--- src/rtl/trace_event_gen_if.sv ---
`default_nettype none
// ============================================================================
// Module   : trace_event_gen_if
// Brief    : Pipeline retire events in, trace beats and statistics out.
// Revision : 1.0 - initial release
// ============================================================================
interface trace_event_gen_if #(
    parameter int CNT_W = 32
);
    logic             ev_regwrite;
    logic [2:0]       ev_wreg;
    logic [15:0]      ev_wdata;
    logic             ev_memread;
    logic             ev_memwrite;
    logic [15:0]      ev_addr;
    logic [15:0]      ev_mdata_in;
    logic [15:0]      ev_mdata_out;
    logic             ev_halt;
    logic             dcache_hit;
    logic             icache_hit;
    logic             dcache_req;
    logic             icache_req;
    logic             tr_valid;
    logic             tr_ready;
    logic [1:0]       tr_type;
    logic [15:0]      tr_arg0;
    logic [15:0]      tr_arg1;
    logic [CNT_W-1:0] tr_cycle;
    logic [CNT_W-1:0] cycle_count;
    logic [CNT_W-1:0] inst_count;
    logic             overflow;
    logic             done;
    logic [CNT_W-1:0] dc_hits;
    logic [CNT_W-1:0] ic_hits;
    logic [CNT_W-1:0] dc_reqs;
    logic [CNT_W-1:0] ic_reqs;

    modport master (
        input  ev_regwrite, ev_wreg, ev_wdata, ev_memread, ev_memwrite, ev_addr,
               ev_mdata_in, ev_mdata_out, ev_halt,
               dcache_hit, icache_hit, dcache_req, icache_req, tr_ready,
        output tr_valid, tr_type, tr_arg0, tr_arg1, tr_cycle,
               cycle_count, inst_count, overflow, done,
               dc_hits, ic_hits, dc_reqs, ic_reqs
    );

    modport slave (
        output ev_regwrite, ev_wreg, ev_wdata, ev_memread, ev_memwrite, ev_addr,
               ev_mdata_in, ev_mdata_out, ev_halt,
               dcache_hit, icache_hit, dcache_req, icache_req, tr_ready,
        input  tr_valid, tr_type, tr_arg0, tr_arg1, tr_cycle,
               cycle_count, inst_count, overflow, done,
               dc_hits, ic_hits, dc_reqs, ic_reqs
    );
endinterface
`default_nettype wire

--- src/rtl/trace_event_gen.sv ---
`default_nettype none
// ============================================================================
// Module   : trace_event_gen
// Brief    : Commit-trace producer: timestamps retire events, buffers them per
//            cycle and serializes one event per valid/ready beat.
//            Optional cache statistics under macro TRACE_CACHE_STATS_EN.
// Revision : 1.0 - initial release
// ============================================================================
module trace_event_gen #(
    parameter int FIFO_DEPTH = 8,
    parameter int CNT_W      = 32
) (
    input  logic              clk,
    input  logic              rst,
    trace_event_gen_if.master trc
);
    localparam int AW = $clog2(FIFO_DEPTH);
    localparam int PW = AW + 1;

    localparam logic [1:0] c_typeReg   = 2'd0;
    localparam logic [1:0] c_typeLoad  = 2'd1;
    localparam logic [1:0] c_typeStore = 2'd2;
    localparam logic [1:0] c_typeHalt  = 2'd3;

    typedef enum logic [1:0] {
        S_RUN    = 2'd0,
        S_HALTED = 2'd1,
        S_DONE   = 2'd2
    } state_t;

    // flags bit order matches beat emission order: {halt, store, load, reg}
    typedef struct packed {
        logic [3:0]       flags;
        logic [2:0]       wreg;
        logic [15:0]      wdata;
        logic [15:0]      addr;
        logic [15:0]      stData;
        logic [15:0]      ldData;
        logic [15:0]      instLo;
        logic [CNT_W-1:0] cyc;
    } record_t;

    state_t           r_state;
    state_t           w_stateNext;
    logic [CNT_W-1:0] r_cycleCount;
    logic [CNT_W-1:0] r_instCount;
    logic [PW-1:0]    r_wptr;
    logic [PW-1:0]    r_rptr;
    record_t          r_mem [FIFO_DEPTH];
    logic [3:0]       r_issued;
    logic             r_lastBeat;
    logic             r_overflow;
    logic             r_trValid;
    logic [1:0]       r_trType;
    logic [15:0]      r_trArg0;
    logic [15:0]      r_trArg1;
    logic [CNT_W-1:0] r_trCycle;

    logic             w_run;
    logic             w_active;
    logic             w_instEvent;
    record_t          w_newRec;
    logic [PW-1:0]    w_count;
    logic             w_empty;
    logic             w_full;
    logic             w_hs;
    logic             w_pop;
    logic             w_slotFree;
    logic             w_push;
    logic             w_overwrite;
    logic             w_drop;
    logic [AW-1:0]    w_headIdx;
    logic [AW-1:0]    w_nextIdx;
    record_t          w_candRec;
    logic [3:0]       w_candRem;
    logic             w_candAvail;
    logic             w_load;
    logic [1:0]       w_beatType;
    logic [3:0]       w_beatBit;
    logic             w_beatLast;
    logic [15:0]      w_beatArg0;
    logic [15:0]      w_beatArg1;
    logic             w_done;

    assign w_run       = (r_state == S_RUN);
    assign w_instEvent = trc.ev_regwrite | trc.ev_memwrite | trc.ev_halt;
    assign w_active    = w_run & (w_instEvent | trc.ev_memread);

    // A simultaneous load and store is reported as the store only
    always_comb begin
        w_newRec        = '0;
        w_newRec.flags  = {trc.ev_halt, trc.ev_memwrite,
                           trc.ev_memread & ~trc.ev_memwrite, trc.ev_regwrite};
        w_newRec.wreg   = trc.ev_wreg;
        w_newRec.wdata  = trc.ev_wdata;
        w_newRec.addr   = trc.ev_addr;
        w_newRec.stData = trc.ev_mdata_in;
        w_newRec.ldData = trc.ev_mdata_out;
        w_newRec.instLo = r_instCount[15:0];
        w_newRec.cyc    = r_cycleCount;
    end

    assign w_count    = r_wptr - r_rptr;
    assign w_empty    = (r_wptr == r_rptr);
    assign w_full     = (r_wptr[AW] != r_rptr[AW]) && (r_wptr[AW-1:0] == r_rptr[AW-1:0]);
    assign w_hs       = r_trValid & trc.tr_ready;
    assign w_pop      = w_hs & r_lastBeat;
    assign w_slotFree = ~r_trValid | trc.tr_ready;

    // A pop at the same edge frees the slot, so a push into a full FIFO still lands
    assign w_push      = w_active & (~w_full | w_pop);
    assign w_drop      = w_active & w_full & ~w_pop;
    assign w_overwrite = w_drop & trc.ev_halt;

    // The next beat comes from the following record when the head retires this edge
    assign w_headIdx   = r_rptr[AW-1:0];
    assign w_nextIdx   = r_rptr[AW-1:0] + AW'(1);
    assign w_candRec   = w_pop ? r_mem[w_nextIdx] : r_mem[w_headIdx];
    assign w_candRem   = w_pop ? w_candRec.flags : (w_candRec.flags & ~r_issued);
    assign w_candAvail = w_pop ? (w_count > PW'(1)) : (~w_empty && (w_candRem != 4'b0000));
    assign w_load      = w_slotFree & w_candAvail;

    always_comb begin
        w_beatType = c_typeReg;
        w_beatBit  = 4'b0001;
        if (w_candRem[0]) begin
            w_beatType = c_typeReg;
            w_beatBit  = 4'b0001;
        end else if (w_candRem[1]) begin
            w_beatType = c_typeLoad;
            w_beatBit  = 4'b0010;
        end else if (w_candRem[2]) begin
            w_beatType = c_typeStore;
            w_beatBit  = 4'b0100;
        end else if (w_candRem[3]) begin
            w_beatType = c_typeHalt;
            w_beatBit  = 4'b1000;
        end
    end

    assign w_beatLast = ((w_candRem & ~w_beatBit) == 4'b0000);

    always_comb begin
        w_beatArg0 = '0;
        w_beatArg1 = '0;
        case (w_beatType)
            c_typeReg: begin
                w_beatArg0 = {13'b0, w_candRec.wreg};
                w_beatArg1 = w_candRec.wdata;
            end
            c_typeLoad: begin
                w_beatArg0 = w_candRec.addr;
                w_beatArg1 = w_candRec.ldData;
            end
            c_typeStore: begin
                w_beatArg0 = w_candRec.addr;
                w_beatArg1 = w_candRec.stData;
            end
            default: begin
                w_beatArg0 = '0;
                w_beatArg1 = w_candRec.instLo;
            end
        endcase
    end

    // ------------------------------------------------------------------ FSM
    always_ff @(posedge clk or posedge rst) begin
        if (rst) begin
            r_state <= S_RUN;
        end else begin
            r_state <= w_stateNext;
        end
    end

    always_comb begin
        w_stateNext = r_state;
        w_done      = 1'b0;
        case (r_state)
            S_RUN: begin
                if (trc.ev_halt) begin
                    w_stateNext = S_HALTED;
                end
            end
            S_HALTED: begin
                if (w_hs && (r_trType == c_typeHalt)) begin
                    w_stateNext = S_DONE;
                end
            end
            S_DONE: begin
                w_done = 1'b1;
            end
            default: begin
                w_stateNext = S_RUN;
            end
        endcase
    end

    // ------------------------------------------------------- FIFO storage
    // Halt on a full FIFO replaces the newest record so the HALT beat survives
    always_ff @(posedge clk) begin
        if (w_push) begin
            r_mem[r_wptr[AW-1:0]] <= w_newRec;
        end else if (w_overwrite) begin
            r_mem[r_wptr[AW-1:0] - AW'(1)] <= w_newRec;
        end
    end

    always_ff @(posedge clk or posedge rst) begin
        if (rst) begin
            r_wptr     <= '0;
            r_rptr     <= '0;
            r_overflow <= 1'b0;
        end else begin
            if (w_push) begin
                r_wptr <= r_wptr + PW'(1);
            end
            if (w_pop) begin
                r_rptr <= r_rptr + PW'(1);
            end
            if (w_drop) begin
                r_overflow <= 1'b1;
            end
        end
    end

    // ------------------------------------------------------------ counters
    always_ff @(posedge clk or posedge rst) begin
        if (rst) begin
            r_cycleCount <= '0;
            r_instCount  <= '0;
        end else if (w_run) begin
            r_cycleCount <= r_cycleCount + CNT_W'(1);
            if (w_instEvent) begin
                r_instCount <= r_instCount + CNT_W'(1);
            end
        end
    end

    // ---------------------------------------------------- beat serializer
    always_ff @(posedge clk or posedge rst) begin
        if (rst) begin
            r_trValid  <= 1'b0;
            r_trType   <= '0;
            r_trArg0   <= '0;
            r_trArg1   <= '0;
            r_trCycle  <= '0;
            r_issued   <= '0;
            r_lastBeat <= 1'b0;
        end else if (w_load) begin
            r_trValid  <= 1'b1;
            r_trType   <= w_beatType;
            r_trArg0   <= w_beatArg0;
            r_trArg1   <= w_beatArg1;
            r_trCycle  <= w_candRec.cyc;
            r_issued   <= (w_pop ? 4'b0000 : r_issued) | w_beatBit;
            r_lastBeat <= w_beatLast;
        end else begin
            if (w_slotFree) begin
                r_trValid <= 1'b0;
            end
            if (w_pop) begin
                r_issued <= '0;
            end
        end
    end

    assign trc.tr_valid    = r_trValid;
    assign trc.tr_type     = r_trType;
    assign trc.tr_arg0     = r_trArg0;
    assign trc.tr_arg1     = r_trArg1;
    assign trc.tr_cycle    = r_trCycle;
    assign trc.cycle_count = r_cycleCount;
    assign trc.inst_count  = r_instCount;
    assign trc.overflow    = r_overflow;
    assign trc.done        = w_done;

    // ------------------------------------------------------ cache statistics
`ifdef TRACE_CACHE_STATS_EN
    logic [CNT_W-1:0] r_dcHits;
    logic [CNT_W-1:0] r_icHits;
    logic [CNT_W-1:0] r_dcReqs;
    logic [CNT_W-1:0] r_icReqs;

    always_ff @(posedge clk or posedge rst) begin
        if (rst) begin
            r_dcHits <= '0;
            r_icHits <= '0;
            r_dcReqs <= '0;
            r_icReqs <= '0;
        end else if (w_run) begin
            if (trc.dcache_hit) r_dcHits <= r_dcHits + CNT_W'(1);
            if (trc.icache_hit) r_icHits <= r_icHits + CNT_W'(1);
            if (trc.dcache_req) r_dcReqs <= r_dcReqs + CNT_W'(1);
            if (trc.icache_req) r_icReqs <= r_icReqs + CNT_W'(1);
        end
    end

    assign trc.dc_hits = r_dcHits;
    assign trc.ic_hits = r_icHits;
    assign trc.dc_reqs = r_dcReqs;
    assign trc.ic_reqs = r_icReqs;
`else
    logic w_unusedCacheIns;

    assign w_unusedCacheIns = ^{trc.dcache_hit, trc.icache_hit, trc.dcache_req, trc.icache_req};
    assign trc.dc_hits = '0;
    assign trc.ic_hits = '0;
    assign trc.dc_reqs = '0;
    assign trc.ic_reqs = '0;
`endif

endmodule
`default_nettype wire
--- src/flat_wrapper.sv ---
// flat-port wrapper written by rule: the top's interface ports become plain ports
module trace_event_gen_flat 
#(
    parameter int FIFO_DEPTH = 8,
    parameter int CNT_W      = 32
)
  (clk, rst, trc_ev_regwrite, trc_ev_wreg, trc_ev_wdata, trc_ev_memread, trc_ev_memwrite, trc_ev_addr, trc_ev_mdata_in, trc_ev_mdata_out, trc_ev_halt, trc_dcache_hit, trc_icache_hit, trc_dcache_req, trc_icache_req, trc_tr_ready, trc_tr_valid, trc_tr_type, trc_tr_arg0, trc_tr_arg1, trc_tr_cycle, trc_cycle_count, trc_inst_count, trc_overflow, trc_done, trc_dc_hits, trc_ic_hits, trc_dc_reqs, trc_ic_reqs);
  trace_event_gen_if #(.CNT_W(CNT_W)) trc_i ();
  input  logic clk;
  input  logic rst;
  input wire logic [$bits(trc_i.ev_regwrite)-1:0] trc_ev_regwrite;
  input wire logic [$bits(trc_i.ev_wreg)-1:0] trc_ev_wreg;
  input wire logic [$bits(trc_i.ev_wdata)-1:0] trc_ev_wdata;
  input wire logic [$bits(trc_i.ev_memread)-1:0] trc_ev_memread;
  input wire logic [$bits(trc_i.ev_memwrite)-1:0] trc_ev_memwrite;
  input wire logic [$bits(trc_i.ev_addr)-1:0] trc_ev_addr;
  input wire logic [$bits(trc_i.ev_mdata_in)-1:0] trc_ev_mdata_in;
  input wire logic [$bits(trc_i.ev_mdata_out)-1:0] trc_ev_mdata_out;
  input wire logic [$bits(trc_i.ev_halt)-1:0] trc_ev_halt;
  input wire logic [$bits(trc_i.dcache_hit)-1:0] trc_dcache_hit;
  input wire logic [$bits(trc_i.icache_hit)-1:0] trc_icache_hit;
  input wire logic [$bits(trc_i.dcache_req)-1:0] trc_dcache_req;
  input wire logic [$bits(trc_i.icache_req)-1:0] trc_icache_req;
  input wire logic [$bits(trc_i.tr_ready)-1:0] trc_tr_ready;
  output wire logic [$bits(trc_i.tr_valid)-1:0] trc_tr_valid;
  output wire logic [$bits(trc_i.tr_type)-1:0] trc_tr_type;
  output wire logic [$bits(trc_i.tr_arg0)-1:0] trc_tr_arg0;
  output wire logic [$bits(trc_i.tr_arg1)-1:0] trc_tr_arg1;
  output wire logic [$bits(trc_i.tr_cycle)-1:0] trc_tr_cycle;
  output wire logic [$bits(trc_i.cycle_count)-1:0] trc_cycle_count;
  output wire logic [$bits(trc_i.inst_count)-1:0] trc_inst_count;
  output wire logic [$bits(trc_i.overflow)-1:0] trc_overflow;
  output wire logic [$bits(trc_i.done)-1:0] trc_done;
  output wire logic [$bits(trc_i.dc_hits)-1:0] trc_dc_hits;
  output wire logic [$bits(trc_i.ic_hits)-1:0] trc_ic_hits;
  output wire logic [$bits(trc_i.dc_reqs)-1:0] trc_dc_reqs;
  output wire logic [$bits(trc_i.ic_reqs)-1:0] trc_ic_reqs;
  assign trc_i.ev_regwrite = trc_ev_regwrite;
  assign trc_i.ev_wreg = trc_ev_wreg;
  assign trc_i.ev_wdata = trc_ev_wdata;
  assign trc_i.ev_memread = trc_ev_memread;
  assign trc_i.ev_memwrite = trc_ev_memwrite;
  assign trc_i.ev_addr = trc_ev_addr;
  assign trc_i.ev_mdata_in = trc_ev_mdata_in;
  assign trc_i.ev_mdata_out = trc_ev_mdata_out;
  assign trc_i.ev_halt = trc_ev_halt;
  assign trc_i.dcache_hit = trc_dcache_hit;
  assign trc_i.icache_hit = trc_icache_hit;
  assign trc_i.dcache_req = trc_dcache_req;
  assign trc_i.icache_req = trc_icache_req;
  assign trc_i.tr_ready = trc_tr_ready;
  assign trc_tr_valid = trc_i.tr_valid;
  assign trc_tr_type = trc_i.tr_type;
  assign trc_tr_arg0 = trc_i.tr_arg0;
  assign trc_tr_arg1 = trc_i.tr_arg1;
  assign trc_tr_cycle = trc_i.tr_cycle;
  assign trc_cycle_count = trc_i.cycle_count;
  assign trc_inst_count = trc_i.inst_count;
  assign trc_overflow = trc_i.overflow;
  assign trc_done = trc_i.done;
  assign trc_dc_hits = trc_i.dc_hits;
  assign trc_ic_hits = trc_i.ic_hits;
  assign trc_dc_reqs = trc_i.dc_reqs;
  assign trc_ic_reqs = trc_i.ic_reqs;
  trace_event_gen #(.FIFO_DEPTH(FIFO_DEPTH), .CNT_W(CNT_W)) u_core (.clk(clk), .rst(rst), .trc(trc_i));
endmodule
--- config.mk ---
export PLATFORM = sky130hd
export DESIGN_NAME = trace_event_gen_flat
export DESIGN_NICKNAME = d
export VERILOG_FILES = /design/src/rtl/trace_event_gen_if.sv /design/src/rtl/trace_event_gen.sv /design/src/flat_wrapper.sv
export SDC_FILE = /design/constraint.sdc
export NUM_CORES = 2
export LEC_CHECK = 0
export BUFFER_PORTS_ARGS = -buffer_cell sky130_fd_sc_hd__buf_2
export CORE_MARGIN = 2
export CORE_UTILIZATION = 41
export CTS_BUF_LIST = sky130_fd_sc_hd__clkbuf_2 sky130_fd_sc_hd__clkbuf_4 sky130_fd_sc_hd__clkbuf_8
export CTS_CLUSTER_SIZE = 20
export DETAILED_ROUTE_END_ITERATION = 12
export GPL_TIMING_DRIVEN = 0
export MAX_ROUTING_LAYER = met4
export PLACE_DENSITY = 0.64
export SYNTH_ARGS = -nofsm -noshare
export SYNTH_HDL_FRONTEND = slang
export SYNTH_SLANG_ARGS = --single-unit
--- constraint.sdc ---
create_clock -name clk -period 24.8 [get_ports clk]
set_clock_uncertainty 0.1 [all_clocks]
set_input_delay 2.48 -clock clk [delete_from_list [all_inputs] [get_ports clk]]
set_output_delay 2.48 -clock clk [all_outputs]
set_load 0.005 [all_outputs]
### Yosys cells after proc, flatten, opt, wreduce, memory -nomap -nowiden

Memory sizes are Yosys's and may differ from the RTL's.
Index checks and enable logic that the tools add are counted.

* register bits: 147
* bits in writable memories: 952
* output and inout bits: 261
* logic and storage cells: 98
* memories kept: 1

Memory list
* u_core.r_mem: words 8, width 119, rd ports 2, clocked after memory_dff 0, wr ports 1, line trace_event_gen.sv:49 `record_t r_mem [FIFO_DEPTH];`

* add/sub/neg operators: 7
* $lt $le $gt $ge: 1
* eq/ne operators: 10
* muxes and demuxes: 29
* bitwise gates (word level): 25
* reduce and logical (&&, ||, !) cells: 12

Operator list (count)
* 119-bit 2-to-1 mux: 2
* 119-bit OR reduction: 1
* 32-bit by 1-bit adder with 32-bit output (second input constant): 2
* 16-bit one-hot mux with 3 select lines: 1
* 16-bit one-hot mux with 2 select lines: 1
* 4-bit 2-to-1 mux: 7
* 2-bit 2-to-1 mux: 6
* 1-bit 2-to-1 mux: 10
* 1-bit bitwise AND: 9
* 4-bit by 1-bit adder with 4-bit output (second input constant): 2
* 4-bit bitwise AND: 2
* 4-bit inverter: 2
* 2-bit == test (second input constant): 3
* 1-bit inverter: 6
* 2-bit one-hot mux with 3 select lines: 1
* 1-bit OR: 5
* 2-bit by 1-bit == test with 1-bit output (second input constant): 2
* 4-bit == test: 1
* 4-bit by 1-bit greater-than comparator with 1-bit output (second input constant): 1
* 2-bit zero test: 2
* 4-bit zero test: 1
* 4-bit OR: 1
* 4-bit nonzero test: 1
* 4-bit subtractor: 1
* other kinds (12): 14

### Longest topological paths before layout

* depth after elaboration: 12
* mapped depth: 18

### Worst setup path before layout

OpenSTA, ideal clock, no wires.

* path type: input port to flip-flop
* start: input port trc_tr_ready
* end: memory u_core.r_mem[5][0] in the netlist's numbering (enable)
* setup time: 598 ps
* arrival: 8774 ps
* required time: 24102 ps
* slack: 15328 ps
* stages on the path: 8
* path buffers: 2
* cell sequence: and3_1 clkbuf_1 clkbuf_1 nor3_1 and3_1 nand2_1 xor2_1 nor2_1

* longest elaborated chain between the ends: 10

RTL lines
* start: declaration: line flat_wrapper.sv:24 `input wire logic [$bits(trc_i.tr_ready)-1:0] trc_tr_ready;`
* 1-bit bitwise AND *: line trace_event_gen.sv:106 `assign w_hs = r_trValid & trc.tr_ready;`
* 1-bit bitwise AND *: line trace_event_gen.sv:107 `assign w_pop = w_hs & r_lastBeat;`
* 1-bit inverter: line trace_event_gen.sv:112 `assign w_drop = w_active & w_full & ~w_pop;`
* 1-bit bitwise AND: line trace_event_gen.sv:112
* 1-bit bitwise AND: line trace_event_gen.sv:113 `assign w_overwrite = w_drop & trc.ev_halt;`
* 1-bit 2-to-1 mux: line trace_event_gen.sv:203 `end else if (w_overwrite) begin`
* 1-bit 2-to-1 mux: line trace_event_gen.sv:201 `if (w_push) begin`
* 1-bit 2-to-1 mux (implied by the code): line trace_event_gen.sv:204 `r_mem[r_wptr[AW-1:0] - AW'(1)] <= w_newRec;`
* 119-bit OR reduction (no source line)
* 3-bit 2-to-1 mux (no source line) / 1-bit 2-to-1 mux (equally long branches)
* end: declaration: line trace_event_gen.sv:49

Every way passes the cells marked *; elsewhere a longest branch is shown, timed or not.

### Final worst setup path

* start: register u_core.r_rptr[2]
* end: memory u_core.r_mem[3][97] in the netlist's numbering (enable)

* longest elaborated chain between the ends: 10

RTL lines
* start: declaration: line trace_event_gen.sv:48 `logic [PW-1:0] r_rptr;`
* start signal: assignment: line trace_event_gen.sv:218 `r_rptr <= r_rptr + PW'(1);`
* 3-bit == test *: line trace_event_gen.sv:105 `assign w_full = (r_wptr[AW] != r_rptr[AW]) && (r_wptr[AW-1:0] == r_rptr[AW-1:0]);`
* 1-bit logical AND *: line trace_event_gen.sv:105
* 1-bit bitwise AND (2 in series): line trace_event_gen.sv:112
* 1-bit bitwise AND: line trace_event_gen.sv:113
* 1-bit 2-to-1 mux: line trace_event_gen.sv:203
* 1-bit 2-to-1 mux: line trace_event_gen.sv:201
* 1-bit 2-to-1 mux (implied by the code): line trace_event_gen.sv:204
* 119-bit OR reduction (no source line)
* 3-bit 2-to-1 mux (no source line) / 1-bit 2-to-1 mux (equally long branches)

Marked as above.

==> run_results.csv <==
group,metric,value,unit
global_route,grt_max_degree,82,
sta,drv_slew,0,
final_layout,fin_cells,5450,
routing,wl_per_cell,29.1,microns
sta,finalSetupViolCount,0,
hold_path,hold_depth,1,
routing,ant_nets,0,
setup_path,r2r_setup_slack,17250,ps
sta,final.setup.tns,0,ps
clocking,cts-resized-gates,0,
setup_path,cp.required,25310,ps
pwr,p_leak,21.7,nW
die,core,126000,sq um
placed_design,dp_hpwl,109,mm
routing,drt-total-wl,159,mm
sta,max_freq,132,MHz
synth,syn_area_per_cell,17.0,sq um
synth,seq_area_frac_synth,0.621,
outcome,status,"completed",
global_route,grt_pass1_wl,226,mm
die,boundaryPins,339,
placed_design,io_buffers,206,
clocking,cts_tree,"done",
clocking,root_buffer,"clkbuf_8",
global_route,track_usage,0.250,
die,fp.dieH,360,microns
pwr,power-per-cell-area,147,nW/um^2
flow_run,maxCapViolations,0,
clocking,clock_latency,920,ps
final_layout,multi_input_area,17900,sq um
clocking,cts_buffer_depth,3,
final_layout,area_growth_syn_to_layout,16.8,%
hold_path,hold_class,"reg2reg",
sta,rsz0062_at_grt,"no",
die,start_util,0.414,
synth,ys_seq_elements,1099,
routing,vias_per_cell,5.97,
final_layout,post-route-util,0.483,
setup_path,cp_max_fo,20,
synth,syn_area,52000,sq um
final_layout,final-seq-area,32300,sq um
clocking,path_clk_slew,60,ps
routing,num_vias,32500,
routing,drtIter0Drc,4344,
global_route,antenna_found_initial,35,
placed_design,gp_congestion,0.896,
routing,first_pass_iters,6,
sta,finalHoldViolations,0,
synth,netlist_instances,3053,
setup_path,cp.arrival,8070,ps
global_route,grt-ovfl-total,0,
setup_path,worstSetupPathType,"reg2reg",
synth,synth-edff-count,952,
global_route,grt_pass1_vias,31700,
sta,tightest_slew,1280,ps
synth,yosys_most_used_dff,"edfxtp_1",
sta,period_share,0.305,
die,die_area,130000,sq um
pwr,peakVddDrop,86.3,uV
final_layout,drive_gt1_frac,0.360,
die,fp-row-count,130,
sta,max-slew-margin-rel,0.146,
synth,yosysUniqueCellTypes,62,
clocking,clock_sinks,1099,
synth,yosys_warnings,0,
die,die_w,360,microns
setup_path,worstRegToRegCells,17,
final_layout,nFillCells,10600,
clocking,cts_hold_buf,0,
final_layout,finalNetCount,3714,
synth,async_flop_share,0.134,
clocking,h-tree-depth,4,
clocking,cts_setup_buffers,0,
routing,drc_errors,0,
placed_design,place_inst,5088,
clocking,cts_buffers,182,
setup_path,cp-start-kind,"register",
setup_path,cp-end-kind,"register",
sta,fin_crit,7550,ps
==> power by group <==
part           switching (mW)  internal [mW]
logic                    2.64           1.88
clock network           0.759          0.934
registers               0.207           2.50
==> cell type report <==
class                      instances  share of cell area
inverter                          24             0.00161
tap                             1650              0.0340
clock inverter                    71              0.0104
multi-input combinational       1680               0.294
timing repair buffer             259              0.0355
antenna                           23            0.000948
buffer                           377              0.0383
clock buffer                     267              0.0536
sequential                      1099               0.531
==> state kept, by name (all words and copies together) (netlist names) <==
register,cells
u_core.r_issued,4
u_core.r_lastBeat,1
u_core.r_mem,952
u_core.r_rptr,4
u_core.r_state,2
u_core.r_wptr,4
u_core.trc.cycle_count,32
u_core.trc.inst_count,32
u_core.trc.overflow,1
u_core.trc.tr_arg0,16
u_core.trc.tr_arg1,16
u_core.trc.tr_cycle,32
u_core.trc.tr_type,2
u_core.trc.tr_valid,1
==> logic make-up (layout without fill, tap and decap cells) <==
kind of cell / after synthesis / after routing / share of synthesized area
AO/OA/AOI/OAI: 240 / 240 / 0.0338
XOR/XNOR: 73 / 73 / 0.0128
adder cells (fa/ha/maj): 13 / 13 / 0.00327
buffers and inverters: 401 / 998 / 0.0464
flip-flops: 1099 / 1099 / 0.621
multiplexers: 602 / 602 / 0.231
other: 1 / 151 / 0.0000721
AND/OR/NAND/NOR: 624 / 624 / 0.0525
==> cells in the mapped netlist (2+ instances only) <==
cell type	n	area share
buf_4	200	0.029
nor2_1	124	0.0090
a2111oi_0	2	0.00034
and4_1	6	0.0010
dfrtp_1	147	0.071
a311oi_1	2	0.00034
o221a_2	4	0.00087
mux2i_1	59	0.011
edfxtp_1	952	0.55
nand3_1	70	0.0067
buf_2	66	0.0064
and3_1	32	0.0039
ha_1	12	0.0029
buf_1	15	0.0011
nor3_1	70	0.0067
a221oi_1	2	0.00034
clkbuf_1	86	0.0062
and2_1	4	0.00048
mux2_1	56	0.012
a31oi_1	28	0.0034
o21bai_1	6	0.00087
nand2_1	283	0.020
a22o_1	4	0.00067
a22oi_1	19	0.0027
nor2b_1	7	0.00084
xnor2_1	52	0.0088
o2111ai_1	4	0.00067
a21boi_0	2	0.00029
mux4_2	469	0.20
a211oi_1	4	0.00058
o31ai_1	4	0.00058
o211ai_1	4	0.00058
nand2b_1	3	0.00036
xor2_1	19	0.0032
inv_1	24	0.0017
a32oi_1	39	0.0066
nand4_1	22	0.0026
o22a_1	4	0.00067
buf_6	10	0.0022
o32a_1	7	0.0013
o21ai_0	42	0.0040
a21oi_1	23	0.0022
o22ai_1	13	0.0016
mux2_2	18	0.0039
o221ai_1	17	0.0029
==> critical path, cell delays in order (launching register included) <==
cell      delay [ps]
dfrtp_1          440
buf_6            190
inv_1             90
clkbuf_1         740
buf_1           1010
clkbuf_1         700
clkbuf_1         710
ha_1             340
nand3_1           90
nor3_1           390
and3_1           270
nand2_1          110
xnor2_1          320
nor2_4           760
buf_12           300
buf_12           210
buf_12           230
buf_16           190
==> cell usage in the layout, fill, tap and decap left out, drive strengths merged, types with 6 or more instances in the layout <==
cell type / Yosys / layout
a211oi: 6 / 6
a21oi: 24 / 24
a22oi: 20 / 20
a31oi: 29 / 29
a32oi: 39 / 39
and3: 32 / 32
and4: 6 / 6
buf: 291 / 549
bufinv: 0 / 8
clkbuf: 86 / 354
clkinv: 0 / 53
conb: 1 / 128
dfrtp: 147 / 147
diode: 0 / 23
edfxtp: 952 / 952
ha: 12 / 12
inv: 24 / 33
mux2: 74 / 74
mux2i: 59 / 59
mux4: 469 / 469
nand2: 283 / 283
nand3: 70 / 70
nand4: 22 / 22
nor2: 124 / 124
nor2b: 7 / 7
nor3: 70 / 70
o21ai: 42 / 42
o21bai: 6 / 6
o221ai: 17 / 17
o22ai: 13 / 13
o32a: 7 / 7
xnor2: 53 / 53
xor2: 20 / 20
==> metal layers <==
metal / GRT usage / share of wire / routed length (microns)
met4: 0.0869 / 0.035 / 5530
met3: 0.0660 / 0.12 / 18500
met5: - / 0 / 0
met1: 0.329 / 0.38 / 60700
met2: 0.379 / 0.47 / 73800
==> per-stage QoR <==
step / instance area, sq um / power [mW] / setup slack [ps] / hold slack, ps
final: 60700 / 8.92 / 17250 / 381
after global routing: 60700 / 9.28 / 17050 / 393
after CTS: 60700 / 8.92 / 17280 / 388
after detailed placement: 56800 / 7.22 / 17090 / 374
after global placement: 55600 / 7.20 / 7270 / 354
after floorplan: 52500 / 5.59 / 15330 / 343
==> path summary, 6_finish.rpt <==
check,to,from
worst min-delay path,u_core.trc.inst_count[31]$_DFFE_PP0P_,u_core.trc.inst_count[31]$_DFFE_PP0P_
worst max register to register,u_core.r_mem[3][97]$_DFFE_PP_,u_core.r_rptr[2]$_DFFE_PP0N_
max in group asynchronous,u_core.trc.tr_arg0[12]$_DFFE_PP0P_,rst
worst max-delay path,u_core.r_mem[3][97]$_DFFE_PP_,u_core.r_rptr[2]$_DFFE_PP0N_
worst min register to register,u_core.trc.inst_count[31]$_DFFE_PP0P_,u_core.trc.inst_count[31]$_DFFE_PP0P_
min in group asynchronous,u_core.trc.cycle_count[19]$_DFFE_PP0N_,rst
No activity file was read; power rests on OpenSTA's default activity.
